## config.mk

```make
export PLATFORM = sky130hd
export DESIGN_NAME = demux1_16_deserializer
export DESIGN_NICKNAME = d
export VERILOG_FILES = /design/src/rtl/demux1_16_deserializer_pkg.sv /design/src/rtl/demux1_16_deserializer_lane_counter.sv /design/src/rtl/demux1_16_deserializer.sv
export SDC_FILE = /design/constraint.sdc
export NUM_CORES = 1
export LEC_CHECK = 0
export ABC_AREA = 1
export BUFFER_PORTS_ARGS = -buffer_cell sky130_fd_sc_hd__buf_2
export CORE_UTILIZATION = 47
export DETAILED_ROUTE_END_ITERATION = 10
export HOLD_SLACK_MARGIN = 0.08
export PLACE_DENSITY = 0.74
export SYNTH_ARGS = -nofsm -noshare
export SYNTH_HDL_FRONTEND = slang
export SYNTH_SLANG_ARGS = --single-unit
```

## constraint.sdc

```tcl
create_clock -name clk -period 1.5 [get_ports clk]
set_clock_uncertainty 0.2 [all_clocks]
set_input_delay 0.45 -clock clk [delete_from_list [all_inputs] [get_ports clk]]
set_output_delay 0.45 -clock clk [all_outputs]
set_load 0.01 [all_outputs]
```

## src/rtl/demux1_16_deserializer_pkg.sv

```systemverilog
// Shared definitions for the 1:16 serial-to-parallel demultiplexer:
// the auto-frame state encoding and the default lane geometry.
package demux1_16_deserializer_pkg;

  localparam int LANES_DEF = 16;
  localparam int SEL_W_DEF = 4;

  typedef enum logic [0:0] {
    IDLE    = 1'b0,
    COLLECT = 1'b1
  } state_e;

endpackage

```

## src/rtl/demux1_16_deserializer_lane_counter.sv

```systemverilog
// Auto-mode lane pointer. A clear with enable in the same cycle means the
// frame-opening bit has already gone to lane 0, so the pointer moves to 1.
module lane_counter
  import demux1_16_deserializer_pkg::*;
#(
  parameter int SEL_W = SEL_W_DEF
) (
  input  logic             clk,
  input  logic             rst_n,
  input  logic             clr,
  input  logic             en,
  output logic [SEL_W-1:0] cnt,
  output logic             tc
);

  logic [SEL_W-1:0] cnt_r;

  // lane pointer register: clear has priority, increment wraps naturally
  always_ff @(posedge clk or negedge rst_n) begin
    if (!rst_n) begin
      cnt_r <= {SEL_W{1'b0}};
    end else if (clr) begin
      cnt_r <= en ? {{(SEL_W-1){1'b0}}, 1'b1} : {SEL_W{1'b0}};
    end else if (en) begin
      cnt_r <= cnt_r + {{(SEL_W-1){1'b0}}, 1'b1};
    end else begin
      cnt_r <= cnt_r;
    end
  end

  assign cnt = cnt_r;
  assign tc  = (cnt_r == {SEL_W{1'b1}});

endmodule

```

## src/rtl/demux1_16_deserializer.sv

```systemverilog
// Serial bit demultiplexer onto LANES registered lanes, steered either by the
// select input (manual) or by an internal lane counter framed by frame_start.
module demux1_16_deserializer
  import demux1_16_deserializer_pkg::*;
#(
  parameter int LANES = LANES_DEF,
  parameter int SEL_W = SEL_W_DEF
) (
  input  logic             clk,
  input  logic             rst_n,
  input  logic             in,
  input  logic             in_valid,
  input  logic [SEL_W-1:0] select,
  input  logic             auto_mode,
  input  logic             frame_start,
  output logic [LANES-1:0] y,
  output logic [LANES-1:0] lane_valid,
  output logic             busy,
  output logic             frame_done
);

  state_e           state_r;
  logic             busy_r;
  logic             done_r;
  logic [LANES-1:0] y_r;
  logic [LANES-1:0] lv_r;

  logic [SEL_W-1:0] cnt_s;
  logic             tc_s;
  logic             cnt_clr_s;
  logic             cnt_en_s;
  logic             wr_s;
  logic             clear_lv_s;
  logic [SEL_W-1:0] wr_idx_s;
  logic [LANES-1:0] wr_mask_s;
  logic [LANES-1:0] y_nxt_s;
  logic [LANES-1:0] lv_nxt_s;

  lane_counter #(
    .SEL_W(SEL_W)
  ) u_cnt (
    .clk  (clk),
    .rst_n(rst_n),
    .clr  (cnt_clr_s),
    .en   (cnt_en_s),
    .cnt  (cnt_s),
    .tc   (tc_s)
  );

  // write steering: which lane (if any) takes the bit, and whether flags clear
  always_comb begin
    cnt_clr_s  = 1'b0;
    cnt_en_s   = 1'b0;
    wr_s       = 1'b0;
    clear_lv_s = 1'b0;
    wr_idx_s   = select;
    if (auto_mode) begin
      if (frame_start) begin
        cnt_clr_s  = 1'b1;
        clear_lv_s = 1'b1;
        wr_s       = in_valid;
        cnt_en_s   = in_valid;
        wr_idx_s   = {SEL_W{1'b0}};
      end else if (state_r == COLLECT) begin
        wr_s     = in_valid;
        cnt_en_s = in_valid;
        wr_idx_s = cnt_s;
      end else begin
        // auto IDLE: serial data is dropped until a frame is opened
        wr_s     = 1'b0;
        cnt_en_s = 1'b0;
      end
    end else begin
      clear_lv_s = frame_start;
      wr_s       = in_valid;
      wr_idx_s   = select;
    end
  end

  // lane datapath next values: clear happens before the same-cycle write sets its flag
  always_comb begin
    if (wr_s) begin
      wr_mask_s = {{(LANES-1){1'b0}}, 1'b1} << wr_idx_s;
    end else begin
      wr_mask_s = {LANES{1'b0}};
    end
    lv_nxt_s = (clear_lv_s ? {LANES{1'b0}} : lv_r) | wr_mask_s;
    y_nxt_s  = (y_r & ~wr_mask_s) | ({LANES{in}} & wr_mask_s);
  end

  // lane value and written-flag registers
  always_ff @(posedge clk or negedge rst_n) begin
    if (!rst_n) begin
      y_r  <= {LANES{1'b0}};
      lv_r <= {LANES{1'b0}};
    end else begin
      y_r  <= y_nxt_s;
      lv_r <= lv_nxt_s;
    end
  end

  // auto-frame FSM with registered busy and single-cycle frame_done
  always_ff @(posedge clk or negedge rst_n) begin
    if (!rst_n) begin
      state_r <= IDLE;
      busy_r  <= 1'b0;
      done_r  <= 1'b0;
    end else begin
      done_r <= 1'b0;
      if (!auto_mode) begin
        state_r <= IDLE;
        busy_r  <= 1'b0;
      end else if (frame_start) begin
        // a restart mid-frame never reports completion of the abandoned frame
        state_r <= COLLECT;
        busy_r  <= 1'b1;
      end else begin
        case (state_r)
          IDLE: begin
            state_r <= IDLE;
            busy_r  <= 1'b0;
          end
          COLLECT: begin
            if (in_valid && tc_s) begin
              state_r <= IDLE;
              busy_r  <= 1'b0;
              done_r  <= 1'b1;
            end else begin
              state_r <= COLLECT;
              busy_r  <= 1'b1;
            end
          end
          default: begin
            state_r <= IDLE;
            busy_r  <= 1'b0;
          end
        endcase
      end
    end
  end

  assign y          = y_r;
  assign lane_valid = lv_r;
  assign busy       = busy_r;
  assign frame_done = done_r;

endmodule

```

==> results.toml <==
[timing]
max_freq_mhz = 596
fin_hold_ws_ns = 0.235
layout_min_cycle_time_ns = 1.68
hold_violations = 0
slew_violations = 0
setup_violations = 32
slew_headroom = 0.795
period_share = 1.12
rsz0062_at_grt = "yes"
worst_slack_ns = -0.179
worst_pin_slew_ns = 0.307

[floorplan]
core-area_um2 = 3660
fp-row-count = 22
die_w_um = 63.7
die_h_um = 63.7
io_pins = 44
die_area_um2 = 4060
start_util = 0.489

[finish]
final_cell_mix = "nand2_1, buf_2, dfrtp_1, buf_4, nand3_2"
utilization = 0.728
diodes = 0
nets = 290
layout_commonest_cell = "nand2_1"
layout-drive-gt1-share = 0.473
layoutNonFillerInstCount = 327
synthToLayoutAreaGrowth_pct = 48.7

[setup_path]
required_ns = 0.85
path_class = "flop to output pin"
critical_path.top_delay_family = "flip-flops"
worstSetupStartpointType = "flop"
cp_max_fo = 5
slowest_delay_ns = 0.48
crit_buf_inv = 2
crit_top_cell = "buf_6"
slowest_stage = "dfrtp_2"
end_kind = "output pin"
r2r_cells = 9
worstPathCellList = "buf_6 > buf_6"
cp.arrival_ns = 1.03
cp_num_cells = 2

[route]
drc = 0
drt_iter0_markers = 64
vias = 1679
vias_per_cell = 5.13
dr.pass1.iters = 4
drtAntennaViolNets = 0
wl_um = 4440
wire_per_inst_um = 13.6

[power]
powerDensity_nw_per_um2 = 1240
total_power_mw = 3.29
switchingPower_mw = 1.07
combPwrFrac = 0.323
internal_power_mw = 2.23
swShare = 0.324
clkPwrFrac = 0.268
vdd_drop_max_uv = 724
p_seq_frac = 0.410
power_leakage_nw = 1.41

[grt]
grt.met3_usage = 0.0429
first_global_vias = 1565
grt.busiest_layer = "met2"
grt.total_usage = 0.230
gr-usage-met1 = 0.284
grt-ovfl-total = 0
met2_usage = 0.400
antenna_found_initial = 0
grt_max_degree = 39
grt_pass1_wl_um = 7110

[synthesis]
yosysWarnings = 0
ys_types = 21
synth_area_per_cell_um2 = 8.70
synth_area_um2 = 1790
synth_seq_cells = 38
netlist_instances = 206
syn-num-nets = 217
seq_area_frac_synth = 0.531

[hold_path]
hold_path_class = "primary input to flop"
min_path_cells = 2

[placement]
pre_cts_ws_ns = -0.341
place_inst = 312
dpl.hpwl_um = 2790
io_buffers = 43
place_congestion = 0.761

[clock_network]
clk_pin_slew_ns = 0.07
cts_max_level = 2
root_buffer = "clkbuf_8"
cts_sinks = 38
clk_latency_ns = 0.29
cts_buffers = 5
clockBufferDepth = 2
cts_tree = "done"

[status]
violations = "setup timing"
run_status = "finished with violations"

[job]
drv_cap = 0
[power groups by stage]
stage                     clock network [mW]  logic, mW  registers (mW)
final                                  0.881       1.06            1.35
after CTS                              0.890      0.935            1.35
after floorplan                            0      0.374            1.46
after detailed placement                   0      0.868            1.37
after global routing                   0.937       1.17            1.37
after global placement                     0      0.851            1.36
[metal layers]
layer / wire length [µm] / up-vias
met2: 2330 / 48
met4: 116 / 0
met3: 220 / 10
met5: 0 / -
met1: 1770 / 807
li1: - / 814
[area by class of cell]
class                   instances  area, µm²
repair buffers                 73        505
fillers                       250        997
well taps                      48       60.1
flip-flops and latches         38        952
clock buffers                   6       82.6
inverters                      11       41.3
multi-input cells             150        992
clock inverters                 1       30.0
[timing repair]
action	CTS	global route
endpoints found under the setup margin	20	38
endpoints found under the hold margin	38	0
resized for setup	28	33
pin swaps	11	12
hold buffers	1	0
setup buffers	2	5
[worst register-to-register path, delay by kind of cell (launching register included)]
family	cells	cell delay (ns)
AND/OR/NAND/NOR	8	0.71
flip-flops	1	0.48
buffers and inverters	1	0.15
[synth_stat cells (all sizes together)]
master | n | area [µm²]
a21boi | 1 | 7.51
a21oi | 2 | 10.0
buf | 4 | 45.0
clkbuf | 3 | 11.3
dfrtp | 38 | 951
ha | 1 | 12.5
inv | 11 | 41.3
nand2 | 85 | 339
nand3 | 27 | 160
nand4 | 9 | 56.3
nor2 | 14 | 100
nor3 | 1 | 5.00
o21a | 1 | 7.51
o21ai | 9 | 45.0
[cells by family after synthesis]
family | Yosys count | share of synthesized area
and+or+nand+nor | 136 | 0.369
DFF | 38 | 0.531
buffers and inverters | 18 | 0.0545
AOI/OAI and AO/OA | 13 | 0.0391
adders and majority gates | 1 | 0.00698
[stage by stage]
stage               instance area [µm²]  setup TNS (ns)
floorplan                          1820        -0.00321
global placement                   2240           -8.04
detailed placement                 2240           -9.01
CTS                                2490           -1.67
global route                       2660           -5.36
finish                             2660           -2.71
[worst paths after layout]
kind	start	end	slack, ns
worst min-delay path	frame_start	frame_done$_DFF_PN0_	0.23
max in group asynchronous	rst_n	busy$_DFF_PN0_	0.46
worst max-delay path	busy$_DFF_PN0_	busy	-0.18
min in group asynchronous	rst_n	lane_valid[13]$_DFF_PN0_	0.45
worst min register to register	flop	flop	0.27
worst max register to register	busy$_DFF_PN0_	flop	-0.16
Power figures use the tool's default switching activity.
